==> config.mk <==
export PLATFORM = sky130hd
export DESIGN_NAME = fir_mem_seq_ctrl
export DESIGN_NICKNAME = d
export VERILOG_FILES = /design/src/rtl/fir_mem_seq_ctrl.sv
export SDC_FILE = /design/constraint.sdc
export NUM_CORES = 1
export LEC_CHECK = 0
export ABC_AREA = 1
export BUFFER_PORTS_ARGS = -buffer_cell sky130_fd_sc_hd__buf_2
export CAP_MARGIN = 10
export CORE_MARGIN = 3
export CORE_UTILIZATION = 26
export DETAILED_ROUTE_END_ITERATION = 7
export PLACE_DENSITY = 0.52
export SYNTH_ARGS = -nofsm -noshare
export SYNTH_HDL_FRONTEND = slang
export SYNTH_SLANG_ARGS = --single-unit
export TNS_END_PERCENT = 30
==> constraint.sdc <==
create_clock -name clk -period 1.47 [get_ports clk]
set_input_delay 0.0735 -clock clk [delete_from_list [all_inputs] [get_ports clk]]
set_output_delay 0.0735 -clock clk [all_outputs]
set_load 0.02 [all_outputs]
==> src/rtl/fir_mem_seq_ctrl.sv <==
// ---------------------------------------------------------------------------
// fir_mem_seq_ctrl
//
// Owns the single port of the 4096x16 sample/coefficient memory (mem16kb)
// in the FIR datapath. For each accepted input sample it:
//   1. writes the sample into a circular history buffer;
//   2. streams N_TAPS (x[n-k], h[k]) pairs to the MAC, one pair per two cycles.
// While idle it also lets coefficients be written into memory. Coefficient
// writes take priority over new samples.
//
// Ports
//   clk, rst_n          clock (rising edge), asynchronous active-low reset
//   in_valid/in_ready   input sample handshake; in_sample is the sample
//   coef_wr_en          single-cycle coefficient write request (idle only)
//   coef_addr/coef_data coefficient index and value
//   busy                high whenever a sample sequence is in progress
//   tap_valid           one-cycle pulse per tap pair, no backpressure
//   tap_first/tap_last  qualify tap_valid for k == 0 / k == N_TAPS-1
//   tap_sample/tap_coef x[n-k] / h[k]; both hold between pulses
//   mem_address         mem16kb address
//   mem_data_in         mem16kb write data
//   mem_write_enable_n  mem16kb write enable, 0 = write
//   mem_data_out        mem16kb read data, valid one cycle after its address
// ---------------------------------------------------------------------------
module fir_mem_seq_ctrl #(
    parameter int unsigned N_TAPS     = 32,
    parameter int unsigned RING_DEPTH = 64,
    parameter logic [11:0] RING_BASE  = 12'h800,
    parameter logic [11:0] COEF_BASE  = 12'h000,
    parameter int unsigned CA_W       = 5
) (
    input  logic            clk,
    input  logic            rst_n,
    input  logic            in_valid,
    output logic            in_ready,
    input  logic [15:0]     in_sample,
    input  logic            coef_wr_en,
    input  logic [CA_W-1:0] coef_addr,
    input  logic [15:0]     coef_data,
    output logic            busy,
    output logic            tap_valid,
    output logic            tap_first,
    output logic            tap_last,
    output logic [15:0]     tap_sample,
    output logic [15:0]     tap_coef,
    output logic [11:0]     mem_address,
    output logic [15:0]     mem_data_in,
    output logic            mem_write_enable_n,
    input  logic [15:0]     mem_data_out
);

    // Ring pointer width, and a one-bit-wider width for fill and the tap
    // index so that fill can reach RING_DEPTH itself.
    localparam int unsigned PW = (RING_DEPTH > 1) ? $clog2(RING_DEPTH) : 1;
    localparam int unsigned KW = PW + 1;
    localparam logic [KW-1:0] FILL_MAX = KW'(RING_DEPTH);
    localparam logic [KW-1:0] K_LAST   = KW'(N_TAPS - 1);

    typedef enum logic [1:0] {
        S_IDLE,
        S_WRITE,
        S_RD_S,
        S_RD_C
    } state_t;

    state_t          state;
    logic            armed;      // low until the first clock after reset
    logic [PW-1:0]   wr_ptr;
    logic [PW-1:0]   p;          // ring slot of the sample being processed
    logic [KW-1:0]   fill;
    logic [KW-1:0]   k;
    logic [15:0]     sample_q;
    logic [15:0]     coef_hold;
    logic [PW-1:0]   rd_idx;

    // in_ready is held low during reset and for the release cycle, so the
    // first acceptance can only happen once the sequencer is clocking.
    assign in_ready = armed && (state == S_IDLE) && !coef_wr_en;
    assign busy     = (state != S_IDLE);

    // The coefficient arrives on mem_data_out in the very cycle tap_valid is
    // high, so it is passed straight through then and held afterwards.
    assign tap_coef = tap_valid ? mem_data_out : coef_hold;

    always_ff @(posedge clk or negedge rst_n) begin
        if (!rst_n) begin
            state      <= S_IDLE;
            armed      <= 1'b0;
            wr_ptr     <= '0;
            p          <= '0;
            fill       <= '0;
            k          <= '0;
            sample_q   <= '0;
            coef_hold  <= '0;
            tap_valid  <= 1'b0;
            tap_first  <= 1'b0;
            tap_last   <= 1'b0;
            tap_sample <= '0;
        end else begin
            armed     <= 1'b1;
            tap_valid <= 1'b0;
            tap_first <= 1'b0;
            tap_last  <= 1'b0;
            if (tap_valid) begin
                coef_hold <= mem_data_out;
            end
            case (state)
                S_IDLE: begin
                    if (in_valid && in_ready) begin
                        sample_q <= in_sample;
                        p        <= wr_ptr;
                        state    <= S_WRITE;
                    end
                end
                S_WRITE: begin
                    wr_ptr <= wr_ptr + 1'b1;
                    if (fill != FILL_MAX) begin
                        fill <= fill + 1'b1;
                    end
                    k     <= '0;
                    state <= S_RD_S;
                end
                S_RD_S: begin
                    state <= S_RD_C;
                end
                S_RD_C: begin
                    // mem_data_out now carries the sample read in RD_S.
                    // Slots never written since reset read as zero history.
                    tap_sample <= (k >= fill) ? 16'h0000 : mem_data_out;
                    tap_valid  <= 1'b1;
                    tap_first  <= (k == '0);
                    tap_last   <= (k == K_LAST);
                    if (k == K_LAST) begin
                        state <= S_IDLE;
                    end else begin
                        k     <= k + 1'b1;
                        state <= S_RD_S;
                    end
                end
                default: state <= S_IDLE;
            endcase
        end
    end

    always_comb begin
        mem_address        = '0;
        mem_data_in        = '0;
        mem_write_enable_n = 1'b1;
        // Wrap happens at PW bits before the index is widened to an address.
        rd_idx             = p - k[PW-1:0];
        case (state)
            S_IDLE: begin
                if (armed && coef_wr_en) begin
                    mem_address        = COEF_BASE + 12'(coef_addr);
                    mem_data_in        = coef_data;
                    mem_write_enable_n = 1'b0;
                end
            end
            S_WRITE: begin
                mem_address        = RING_BASE + 12'(p);
                mem_data_in        = sample_q;
                mem_write_enable_n = 1'b0;
            end
            S_RD_S: begin
                mem_address = RING_BASE + 12'(rd_idx);
            end
            S_RD_C: begin
                mem_address = COEF_BASE + 12'(k);
            end
            default: begin
                mem_address = '0;
            end
        endcase
    end

endmodule

==> results.txt <==
startpoint of the most critical register-to-register path -> k[2]
post-route cell area -> 6930 µm²
total wire length after detailed routing -> 12.9 mm
category of the most critical setup path -> register to output pin
post-route clock period utilization -> 141%
WP data required -> 1400 ps
Seq/Total Area, Yosys -> 46.3%
via-per-instance ratio -> 4.46
setup violators final -> 65
Final Power -> 5.20 mW
CP max stage cell -> sky130_fd_sc_hd__dfrtp_1
Max-cap violations -> 0
family with the most delay on the worst path -> compound AO/OA/AOI/OAI gates
dpl cells -> 835
Die Width -> 135 µm
number of top-level pins -> 123
maximum level of the CTS H-tree -> 3
Floorplan Core Area -> 16100 µm²
cell depth of the worst hold path -> 2
worst reg-to-reg path cell count -> 10
CP Cell Sequence -> inv_2 > ha_4 > inv_2 > fa_2 > a21oi_2 > o21ai_2 > o21ai_1 > a21oi_2 > o21ai_2 > buf_6
Area growth, synth to finish -> 60.1%
Avg WL per Cell -> 14.4 µm
FMAX -> 0.484 GHz
antenna-violating nets left -> 0
number of storage elements in the synthesis netlist -> 80
pin count of the biggest net entering global routing -> 57
vias in the first global route -> 4128
leakage power -> 3.56 nW
drt drc -> 0
Routability Congestion -> 0.838
largest driver fanout on the critical path -> 3
iteration-0 DRC count of the detailed router -> 194
violations in the final reports -> negative setup slack
number of iterations in the first detailed-routing pass -> 4
proportion of netlist area held by the largest area contributor -> 46.3%
fill cell count -> 1558
Final Non-Filler Cells -> 896
Critical Path Sink Type -> output pin
worst min-delay path startpoint -> mem_data_out[7]
CP Buf/Inv Count -> 3
min-delay worst type -> input pin to register
Register-to-Register Setup Slack -> -260 ps
EDFF count, synth -> 0
Yosys warnings -> 0
DP Wirelength -> 8.95 mm
Worst-Skew Late Latency -> 340 ps
max-slew violation count -> 0
minimum period implied by the final worst setup slack -> 2070 ps
CTS sink count -> 80
Post-Route Skew -> 11.5 ps
endpoints failing hold -> 0
deepest clock path buffer count -> 2
Total Nets Final -> 754
worst-case setup slack after placement -> -309 ps
Via Count -> 4000
CTS tree -> done
Initial Utilization -> 26.9%
P per Cell Area -> 751 nW/µm²
most common flop cell mapped by yosys -> sky130_fd_sc_hd__dfrtp_1
total global routing overflow -> 0
Reg2Reg Capture Point -> tap_sample[1]
instance area at placement -> 5540 µm²
Port-buffer cells -> 118
share of flip-flops with an asynchronous set or reset after synthesis -> 100%
total number of cells along the worst setup path -> 10
number of buffers created by CTS -> 9
aggregate global-route resource usage -> 14.0%
unrepaired setup endpoints after global routing -> yes
Core Rows -> 46
Layout Utilization -> 43.0%
Mapped Cells -> 462
worst path setup slack after routing -> -596 ps
most area-hungry cell type in the Yosys netlist -> sky130_fd_sc_hd__dfrtp_1
number of distinct standard cells referenced by the synthesized netlist -> 36
Final TNS setup -> -13820 ps
Die Area -> 18200 µm²
Clock transition at path regs -> 60 ps
synth top area cells -> sky130_fd_sc_hd__dfrtp_1, sky130_fd_sc_hd__nand2_1, sky130_fd_sc_hd__ha_1, sky130_fd_sc_hd__mux2_2, sky130_fd_sc_hd__inv_1
CTS root buffer -> sky130_fd_sc_hd__clkbuf_16
mean instance size in the synthesized netlist -> 9.37 µm²
signal arrival time at the worst endpoint -> 1990 ps
fraction of final layout cells sized beyond drive strength 1 -> 48.2%
DIE HEIGHT -> 135 µm
Max stage delay on crit path -> 380 ps
crit start category -> register
first-pass GRT wire length -> 20.4 mm
n_diodes -> 0
number of antenna violations at the first check in global routing -> 0
endpoint with the worst hold slack -> coef_hold[7]
area of the mapped netlist -> 4330 µm²
outcome -> finished, violations left
post-route worst hold slack -> 5.61 ps
peak ir drop on the vdd network -> 0.507 mV
report_power, final:
group	switching, mW	leakage (nW)	total, mW	internal (mW)
Sequential	0.0277	1.03	2.28	2.25
Clock	0.896	0.159	2.48	1.58
Combinational	0.221	2.37	0.446	0.225
Total	1.14	3.56	5.20	4.06
layout make-up:
class / instances / area, µm² / area share [%]
inverter: 56 / 219 / 3.16
clock buffer: 12 / 256 / 3.70
sequential: 80 / 2000 / 28.9
multi-input combinational: 307 / 2340 / 33.8
clock inverter: 4 / 76.3 / 1.10
timing repair buffer: 221 / 1760 / 25.4
tap: 216 / 270 / 3.90
worst max path at each step:
stage,endpoint,start
2_1_floorplan,p[4],state[0]
3_3_place_gp,mem_address[2],p[0]
3_5_place_dp,mem_address[2],p[0]
4_1_cts,mem_address[2],p[0]
5_1_grt,mem_address[2],p[0]
6_report,mem_address[2],p[0]
logic make-up after synthesis:
family                   after synthesis  synth area share (%)
multiplexers                          33                  9.45
XOR/XNOR                              10                  2.02
adder cells (fa/ha/maj)               22                  6.53
AO/OA/AOI/OAI                         54                  8.38
flip-flops                            80                  46.3
AND/OR/NAND/NOR                      183                  19.3
other                                  2                 0.174
buffers and inverters                 78                  7.83
cells in the mapped netlist, types with 2 or more instances:
| cell | number |
|---|---|
| sky130_fd_sc_hd__nand2_1 | 110 |
| sky130_fd_sc_hd__dfrtp_1 | 80 |
| sky130_fd_sc_hd__inv_1 | 54 |
| sky130_fd_sc_hd__mux2_2 | 23 |
| sky130_fd_sc_hd__nand3_1 | 22 |
| sky130_fd_sc_hd__ha_1 | 21 |
| sky130_fd_sc_hd__nand4_1 | 21 |
| sky130_fd_sc_hd__nor2_1 | 17 |
| sky130_fd_sc_hd__a22o_1 | 16 |
| sky130_fd_sc_hd__o21ai_0 | 15 |
| sky130_fd_sc_hd__a21oi_1 | 13 |
| sky130_fd_sc_hd__buf_2 | 13 |
| sky130_fd_sc_hd__mux2_4 | 10 |
| sky130_fd_sc_hd__xor2_1 | 9 |
| sky130_fd_sc_hd__buf_4 | 4 |
| sky130_fd_sc_hd__nor3_1 | 4 |
| sky130_fd_sc_hd__o21ai_2 | 3 |
| sky130_fd_sc_hd__buf_6 | 2 |
| sky130_fd_sc_hd__clkbuf_1 | 2 |
| sky130_fd_sc_hd__conb_1 | 2 |
| sky130_fd_sc_hd__inv_2 | 2 |
| sky130_fd_sc_hd__nand2_4 | 2 |
| sky130_fd_sc_hd__nand3_2 | 2 |
| sky130_fd_sc_hd__nor2_2 | 2 |
| sky130_fd_sc_hd__o21ai_1 | 2 |
sequential cells by signal, summed over array words and instances, names as in the netlist, 2 cells and up:
name / cells
fill: 7
sample_q: 16
wr_ptr: 6
coef_hold: 16
state: 2
p: 6
tap_sample: 16
k: 7
placed cells by master (no fill, tap or decap), types with 12 or more instances in the layout:
cell / n
sky130_fd_sc_hd__a22o_1: 16
sky130_fd_sc_hd__buf_2: 90
sky130_fd_sc_hd__buf_4: 58
sky130_fd_sc_hd__buf_6: 40
sky130_fd_sc_hd__dfrtp_1: 79
sky130_fd_sc_hd__dlygate4sd3_1: 24
sky130_fd_sc_hd__inv_1: 41
sky130_fd_sc_hd__inv_2: 12
sky130_fd_sc_hd__mux2_2: 20
sky130_fd_sc_hd__mux2_4: 13
sky130_fd_sc_hd__nand2_1: 100
sky130_fd_sc_hd__nand3_1: 16
sky130_fd_sc_hd__nand4_1: 21
sky130_fd_sc_hd__nor2_1: 13
sky130_fd_sc_hd__o21ai_2: 13
repair_timing:
item,4_1_cts,5_1_grt
setup endpoints to repair,81,98
pin swaps,13,31
cloned,1,2
buffers inserted,11,10
hold buffers,23,1
gates resized for setup,105,68
hold endpoints to repair,102,1
metal layers:
metal / global-route usage (%) / wire [µm] / vias up / share of wire, %
li1: - / - / 1942 / -
met1: 17.7 / 5540 / 1919 / 43
met2: 23.2 / 6420 / 131 / 50
met3: 4.58 / 831 / 8 / 6.4
met4: 3.25 / 113 / 0 / 0.88
met5: 0 / 0 / - / 0
Power figures use the tool's default switching activity.
